### config.mk
export PLATFORM = sky130hd
export DESIGN_NAME = ram_access_ctrl
export DESIGN_NICKNAME = d
export VERILOG_FILES = /design/src/rtl/mc_pkg.sv /design/src/rtl/ram_req_decode.sv /design/src/rtl/ram_access_ctrl.sv
export SDC_FILE = /design/constraint.sdc
export NUM_CORES = 1
export LEC_CHECK = 0
export CAP_MARGIN = 20
export CORE_MARGIN = 1
export CORE_UTILIZATION = 35
export CTS_CLUSTER_SIZE = 28
export DETAILED_ROUTE_END_ITERATION = 10
export PLACE_DENSITY_LB_ADDON = 0.1
export SYNTH_ARGS = -nofsm -noshare
export SYNTH_HDL_FRONTEND = slang
export SYNTH_SLANG_ARGS = --single-unit
### constraint.sdc
create_clock -name clk -period 1.75 [get_ports clk]
set_clock_uncertainty 0.15 [all_clocks]
set_input_delay 0.2625 -clock clk [delete_from_list [all_inputs] [get_ports clk]]
set_output_delay 0.2625 -clock clk [all_outputs]
set_load 0.05 [all_outputs]
### src/rtl/mc_pkg.sv
// Shared types and bit-index constants for the memory-control datapath.
package mc_pkg;
  typedef enum logic [1:0] {IDLE, ACCESS, DONE} state_t;
  typedef enum logic {OP_RD, OP_WR} op_t;

  localparam int T1_IDX = 1;
  localparam int T3_IDX = 3;
  localparam int T4_IDX = 4;
  localparam int T6_IDX = 6;

  localparam int D0_IDX = 0;
  localparam int D1_IDX = 1;
  localparam int D2_IDX = 2;
  localparam int D3_IDX = 3;
  localparam int D5_IDX = 5;
  localparam int D6_IDX = 6;
  localparam int D7_IDX = 7;
endpackage

### src/rtl/ram_req_decode.sv
// Combinational decode of memory read/write requests from timing and opcode.
module ram_req_decode
  import mc_pkg::*;
#(
  parameter bit INT_EN = 1'b1
) (
  input  logic [7:0] T,
  input  logic [7:0] D,
  input  logic       I,
  input  logic       R,
  output logic       rd_req,
  output logic       wr_req
);
  always_comb begin
    wr_req = (D[D3_IDX] & T[T4_IDX]) | (D[D5_IDX] & T[T4_IDX]) |
             (D[D6_IDX] & T[T6_IDX]) | (INT_EN & R & T[T1_IDX]);
    rd_req = (~R & T[T1_IDX]) | (~D[D7_IDX] & I & T[T3_IDX]) |
             (D[D6_IDX] & T[T4_IDX]) |
             ((D[D0_IDX] | D[D1_IDX] | D[D2_IDX]) & T[T4_IDX]);
  end
endmodule

### src/rtl/ram_access_ctrl.sv
// RAM access sequencer: runs each decoded request with wait states and
// freezes the sequence counter via hold until the access completes.
module ram_access_ctrl
  import mc_pkg::*;
#(
  parameter int ADDR_W      = 12,
  parameter int DATA_W      = 16,
  parameter int MEM_DEPTH   = 4096,
  parameter int WAIT_STATES = 1,
  parameter bit INT_EN      = 1'b1
) (
  input  logic              clk,
  input  logic              rst,
  input  logic [7:0]        T,
  input  logic [7:0]        D,
  input  logic              I,
  input  logic              R,
  input  logic [ADDR_W-1:0] ar,
  input  logic [DATA_W-1:0] wdata,
  input  logic [DATA_W-1:0] mem_rdata,
  output logic [ADDR_W-1:0] mem_addr,
  output logic [DATA_W-1:0] mem_wdata,
  output logic              mem_we,
  output logic              mem_re,
  output logic [DATA_W-1:0] rdata,
  output logic              rdata_valid,
  output logic              hold,
  output logic              addr_err,
  output logic              conflict
);
  state_t     state;
  op_t        op;
  logic [2:0] cnt;
  logic       oob;
  logic       rd_req, wr_req, req, oob_now;

  ram_req_decode #(.INT_EN(INT_EN)) u_dec (
    .T(T), .D(D), .I(I), .R(R), .rd_req(rd_req), .wr_req(wr_req)
  );

  assign req     = rd_req | wr_req;
  assign oob_now = {1'b0, ar} >= (ADDR_W+1)'(MEM_DEPTH);
  // Gated by rst so the counter is released the instant reset asserts.
  assign hold    = ~rst & (((state == IDLE) & req) | (state == ACCESS));

  always_ff @(posedge clk or posedge rst) begin
    if (rst) begin
      state       <= IDLE;
      op          <= OP_RD;
      cnt         <= '0;
      oob         <= 1'b0;
      mem_addr    <= '0;
      mem_wdata   <= '0;
      mem_we      <= 1'b0;
      mem_re      <= 1'b0;
      rdata       <= '0;
      rdata_valid <= 1'b0;
      addr_err    <= 1'b0;
      conflict    <= 1'b0;
    end else begin
      rdata_valid <= 1'b0;
      case (state)
        IDLE: if (req) begin
          mem_addr  <= ar;
          mem_wdata <= wdata;
          op        <= wr_req ? OP_WR : OP_RD;
          oob       <= oob_now;
          cnt       <= 3'(WAIT_STATES);
          mem_we    <= wr_req & ~oob_now;
          mem_re    <= ~wr_req & ~oob_now;
          state     <= ACCESS;
          if (oob_now)          addr_err <= 1'b1;
          if (rd_req && wr_req) conflict <= 1'b1;
        end
        ACCESS: if (cnt != 3'd0) begin
          cnt <= cnt - 3'd1;
        end else begin
          mem_we <= 1'b0;
          mem_re <= 1'b0;
          state  <= DONE;
        end
        DONE: begin
          // Out-of-range reads still complete so the sequencer never stalls.
          if (op == OP_RD) begin
            rdata_valid <= 1'b1;
            if (!oob) rdata <= mem_rdata;
          end
          state <= IDLE;
        end
        default: state <= IDLE;
      endcase
    end
  end
endmodule

==> results.md <==
- The run finished, with violations left.
- The final reports fail on setup timing.
- The weighted congestion reported at the end of routability-driven placement is 0.7623.
- The insertion delay of the later-clocked pin in the worst-skew pair is 290 ps.
- For this block, the via count after detailed routing is 1632.
- CTS built an H-tree with a depth of 2.
- The number of failing hold endpoints at the final stage is 0.
- The die extent in y is 80.85 um.
- The net count after synthesis is 211.
- Entering global routing, the biggest net connects 55 pins.
- On the final layout, the worst hold slack is 244.7 ps.
- Of all flip-flops after synthesis, the portion carrying an async set or reset was 100.0%.
- The die footprint is 6536 sq um.
- Sorting the synthesized cells by area gives the leading types as sky130_fd_sc_hd__dfrtp_1 62%, sky130_fd_sc_hd__mux2_2 23%, sky130_fd_sc_hd__a22oi_1 1.4%.
- The number of diodes added for antenna fixing is 0.
- The number of antenna violations at the first check in global routing came to 0.
- For this block, the routed nets add up to 4753 um of wire.
- The family of cells with the greatest summed delay on the critical path is simple AND/OR/NAND/NOR gates.
- In this run the worst path has a maximum fanout of 3.
- In this run the standard cell core region covers 5956 sq um.
- During placement, the flow inserted port buffers numbering 107.
- CTS saw 54 sinks.
- The area of the multi-input gates is 805.8 sq um.
- The synthesized-area fraction occupied by xor and xnor cells is 0%.
- The number of filler instances in the final layout is 534.
- Once detailed placement completed, the half-perimeter wirelength came to 3413 um.
- Dividing the detail-routed wire length by the instance count gives 13.70 um.
- The final max-slew violation count is 0.
- The clock input transition at the sequential cells of the worst setup and hold paths is 90 ps.
- The smallest clock period supported by the final layout is computed as 1787 ps.
- The arithmetic-cell share of the synthesized area counting full adders, half adders and majority gates is 1.150%.
- 114 I/O pins were placed.
- The synthesized design contains 54 register bits.
- Data on the critical path is required at its endpoint by 1770 ps.
- After synthesis, the largest family of logic cells by area is multiplexers.
- The area of the mapped netlist is 2176 sq um.
- Setup repair after global routing could not meet its margin everywhere.
- The via count of the first global-routing pass is 1671.
- Yosys mapped a number of flops with a built-in enable equal to 0.
- The slowest stage of the critical path belongs to the cell sky130_fd_sc_hd__or4b_2.
- The worst setup path is captured at a flop.
- The TritonCTS clock tree is yes.
- Counting both buffers and inverters, the worst setup path holds a total of 1.
- The tree is rooted in a sky130_fd_sc_hd__clkbuf_8.
- Across every metal layer, demand over resource in global routing totals 14.95%.
- The power density over the cells is 2080 nW/um^2.
- The worst register-to-register path ends at cnt[2]$_DFFE_PP0P_.
- The compound-gate portion of the synthesized area is 7.361%.
- The post-route netlist has 48.90% of its cells at a drive strength greater than 1.
- At the worst endpoint, the arrival time is 1810 ps.
- The startpoint of the worst-slack reg-to-reg timing path is cnt[1]$_DFFE_PP0P_.
- Dividing the final minimum period by the clock period gives 102.1%.
- Of all cell types, the one taking the most synthesized area is sky130_fd_sc_hd__dfrtp_1.
- The category of the critical setup timing path is flop to flop.
- The final-stage net count is 337.
- For this run the aggregate overflow at the end of global routing stands at 0.
- The predominant post-synthesis flop cell is sky130_fd_sc_hd__dfrtp_1.
- The stage delay of the slowest cell on the critical path is 590 ps.
- For this block, the initial DRC count from the detailed router was 27.
- The number of buffers created by CTS is 5.
- The initial utilization of the core area, before any placement, comes to 36.53%.
- Relative to the synthesized area, the layout overhead comes to 59.52%.
- Measured in cells, the most critical reg-to-reg path has a length of 6.
- The portion of synthesized area spent on multiplexers is 22.77%.
- The first global-routing pass estimated 7445 um of wire.
- At the end of the flow the core is filled with cells to 58.28%.
- Synthesis handed over a netlist of 145 instances.
- The sum of internal, switching and leakage power is 7.218 mW.
- Before antenna repair, the detailed router went through 3 iterations.
- Summing all flip-flop and latch instances after layout gives 1351 sq um.
- The average instance in the mapped netlist occupies 15.01 sq um.
- The reported leakage power is 1.605 nW.
- In the routed layout, each cell is associated on average with a via count of 4.703.
- VDD sags by at most 0.001158 V.
- After synthesis, flip-flops and latches occupy 62.10% of the total area.
- The die extent in x is 80.85 um.
- Once detail routing completed, the nets flagged for antenna violations numbered 0.
- In this run the register-to-register setup slack is -40 ps.
- Setup violations remaining at the end of the flow were counted as 2.
- The final worst-path setup slack is -36.70 ps.
- Walking the worst path, the cells encountered are inv_2, ha_1, or4b_2, o21ai_1, a22oi_1, o41ai_1.
- Counting distinct cell types in the post-synthesis netlist gives 32.
- The area share of the leading cell type in the synthesized netlist is 62.10%.
- Timing would allow up to 0.5597 GHz.
- For this run, design rule violations remaining after detail routing come to 0.
- The path category of the worst min-delay check is primary input to asynchronous set/reset pin.
- The tool flagged a number of max-cap violations equal to 0.
- The number of buffers between clock root and the deepest sink is 2.
- The final-layout setup total negative slack is -68.10 ps.
- The area share of and/or/nand/nor cells after synthesis is 3.450%.
- STA classifies the critical path startpoint as a flop.
- The count of warnings emitted by yosys is 0.
- The number of cell rows is 28.
## area by class of cell
class	count	share of cell area, %
timing repair buffer	124	31.76
tap	75	2.704
multi-input combinational	79	23.22
clock inverter	1	0.1442
clock buffer	7	2.487
inverter	7	0.7570
sequential	54	38.93
## cell usage after synthesis, types with 2 or more instances
master / number
sky130_fd_sc_hd__a22oi_1: 4
sky130_fd_sc_hd__buf_6: 2
sky130_fd_sc_hd__dfrtp_1: 54
sky130_fd_sc_hd__ha_1: 2
sky130_fd_sc_hd__inv_1: 7
sky130_fd_sc_hd__mux2_2: 44
sky130_fd_sc_hd__nand2_1: 5
sky130_fd_sc_hd__nor2_1: 2
sky130_fd_sc_hd__o21ai_0: 2
## worst max path at each step
stage                       start                        to  slack, ps  cells past startpoint
6_report       cnt[1]$_DFFE_PP0P_        cnt[2]$_DFFE_PP0P_        -40                      6
4_1_cts                      D[6]                      hold        -40                      6
2_1_floorplan                D[6]  mem_addr[10]$_DFFE_PP0P_       -120                      5
3_3_place_gp                 D[6]                      hold       -640                      7
3_5_place_dp                 D[6]                      hold       -680                      7
5_1_grt                      D[2]                      hold        -90                      6
## what timing repair did
action / 4_1_cts / 5_1_grt
endpoints found under the setup margin: 33 / 31
hold buffers: 0 / 0
gates resized for setup: 32 / 3
pin swaps: 8 / 0
setup buffers: 4 / 0
hold endpoints to repair: 0 / 0
## layout by cell type, fill, tap and decap left out, types with 2 or more instances in the layout
master	instances
sky130_fd_sc_hd__a22oi_1	3
sky130_fd_sc_hd__buf_12	3
sky130_fd_sc_hd__buf_2	2
sky130_fd_sc_hd__buf_4	62
sky130_fd_sc_hd__clkbuf_8	6
sky130_fd_sc_hd__clkdlybuf4s50_1	46
sky130_fd_sc_hd__dfrtp_1	54
sky130_fd_sc_hd__dlygate4sd2_1	8
sky130_fd_sc_hd__ha_1	2
sky130_fd_sc_hd__inv_1	4
sky130_fd_sc_hd__inv_2	3
sky130_fd_sc_hd__mux2_2	44
sky130_fd_sc_hd__nand2_1	4
sky130_fd_sc_hd__o21ai_1	2
## sequential cells by signal, summed over array words and instances, names as in the netlist
| name | cells |
|---|---|
| mem_wdata | 16 |
| rdata | 16 |
| mem_addr | 12 |
| cnt | 3 |
| state | 2 |
| conflict | 1 |
| mem_re | 1 |
| mem_we | 1 |
| op | 1 |
| rdata_valid | 1 |
## power breakdown
group / leakage [nW] / internal [mW] / switching (mW)
Clock: 0.0482 / 0.320 / 0.381
Sequential: 0.648 / 1.84 / 0.329
Combinational: 0.910 / 1.64 / 2.70
## tightest hold or removal path, delay by kind of cell
| kind | cells | cell delay [ps] |
|---|---|---|
| buf+inv | 3 | 820 |
## kinds of logic after synthesis
logic type	count (synthesis)
other cells	1
mux	44
buf+inv	12
compound gates	18
flops	54
fa+ha+maj	2
simple gates	14
## per-layer routing
layer / wire length (um) / track usage (%)
met4: 36 / 4.286
met3: 401 / 5.730
met5: 0 / 0
met1: 1944 / 17.21
met2: 2371 / 25.71
## per-stage QoR
stage,setup slack [ps],cell area (sq um),cells
final,-36.70,3471,347
after global routing,-87.21,3471,347
after CTS,-42.45,3471,347
after detailed placement,-684.6,3342,336
after global placement,-643.7,3342,336
after floorplan,-123.2,2196,145
Note: power is estimated with default switching activity, not from simulation.
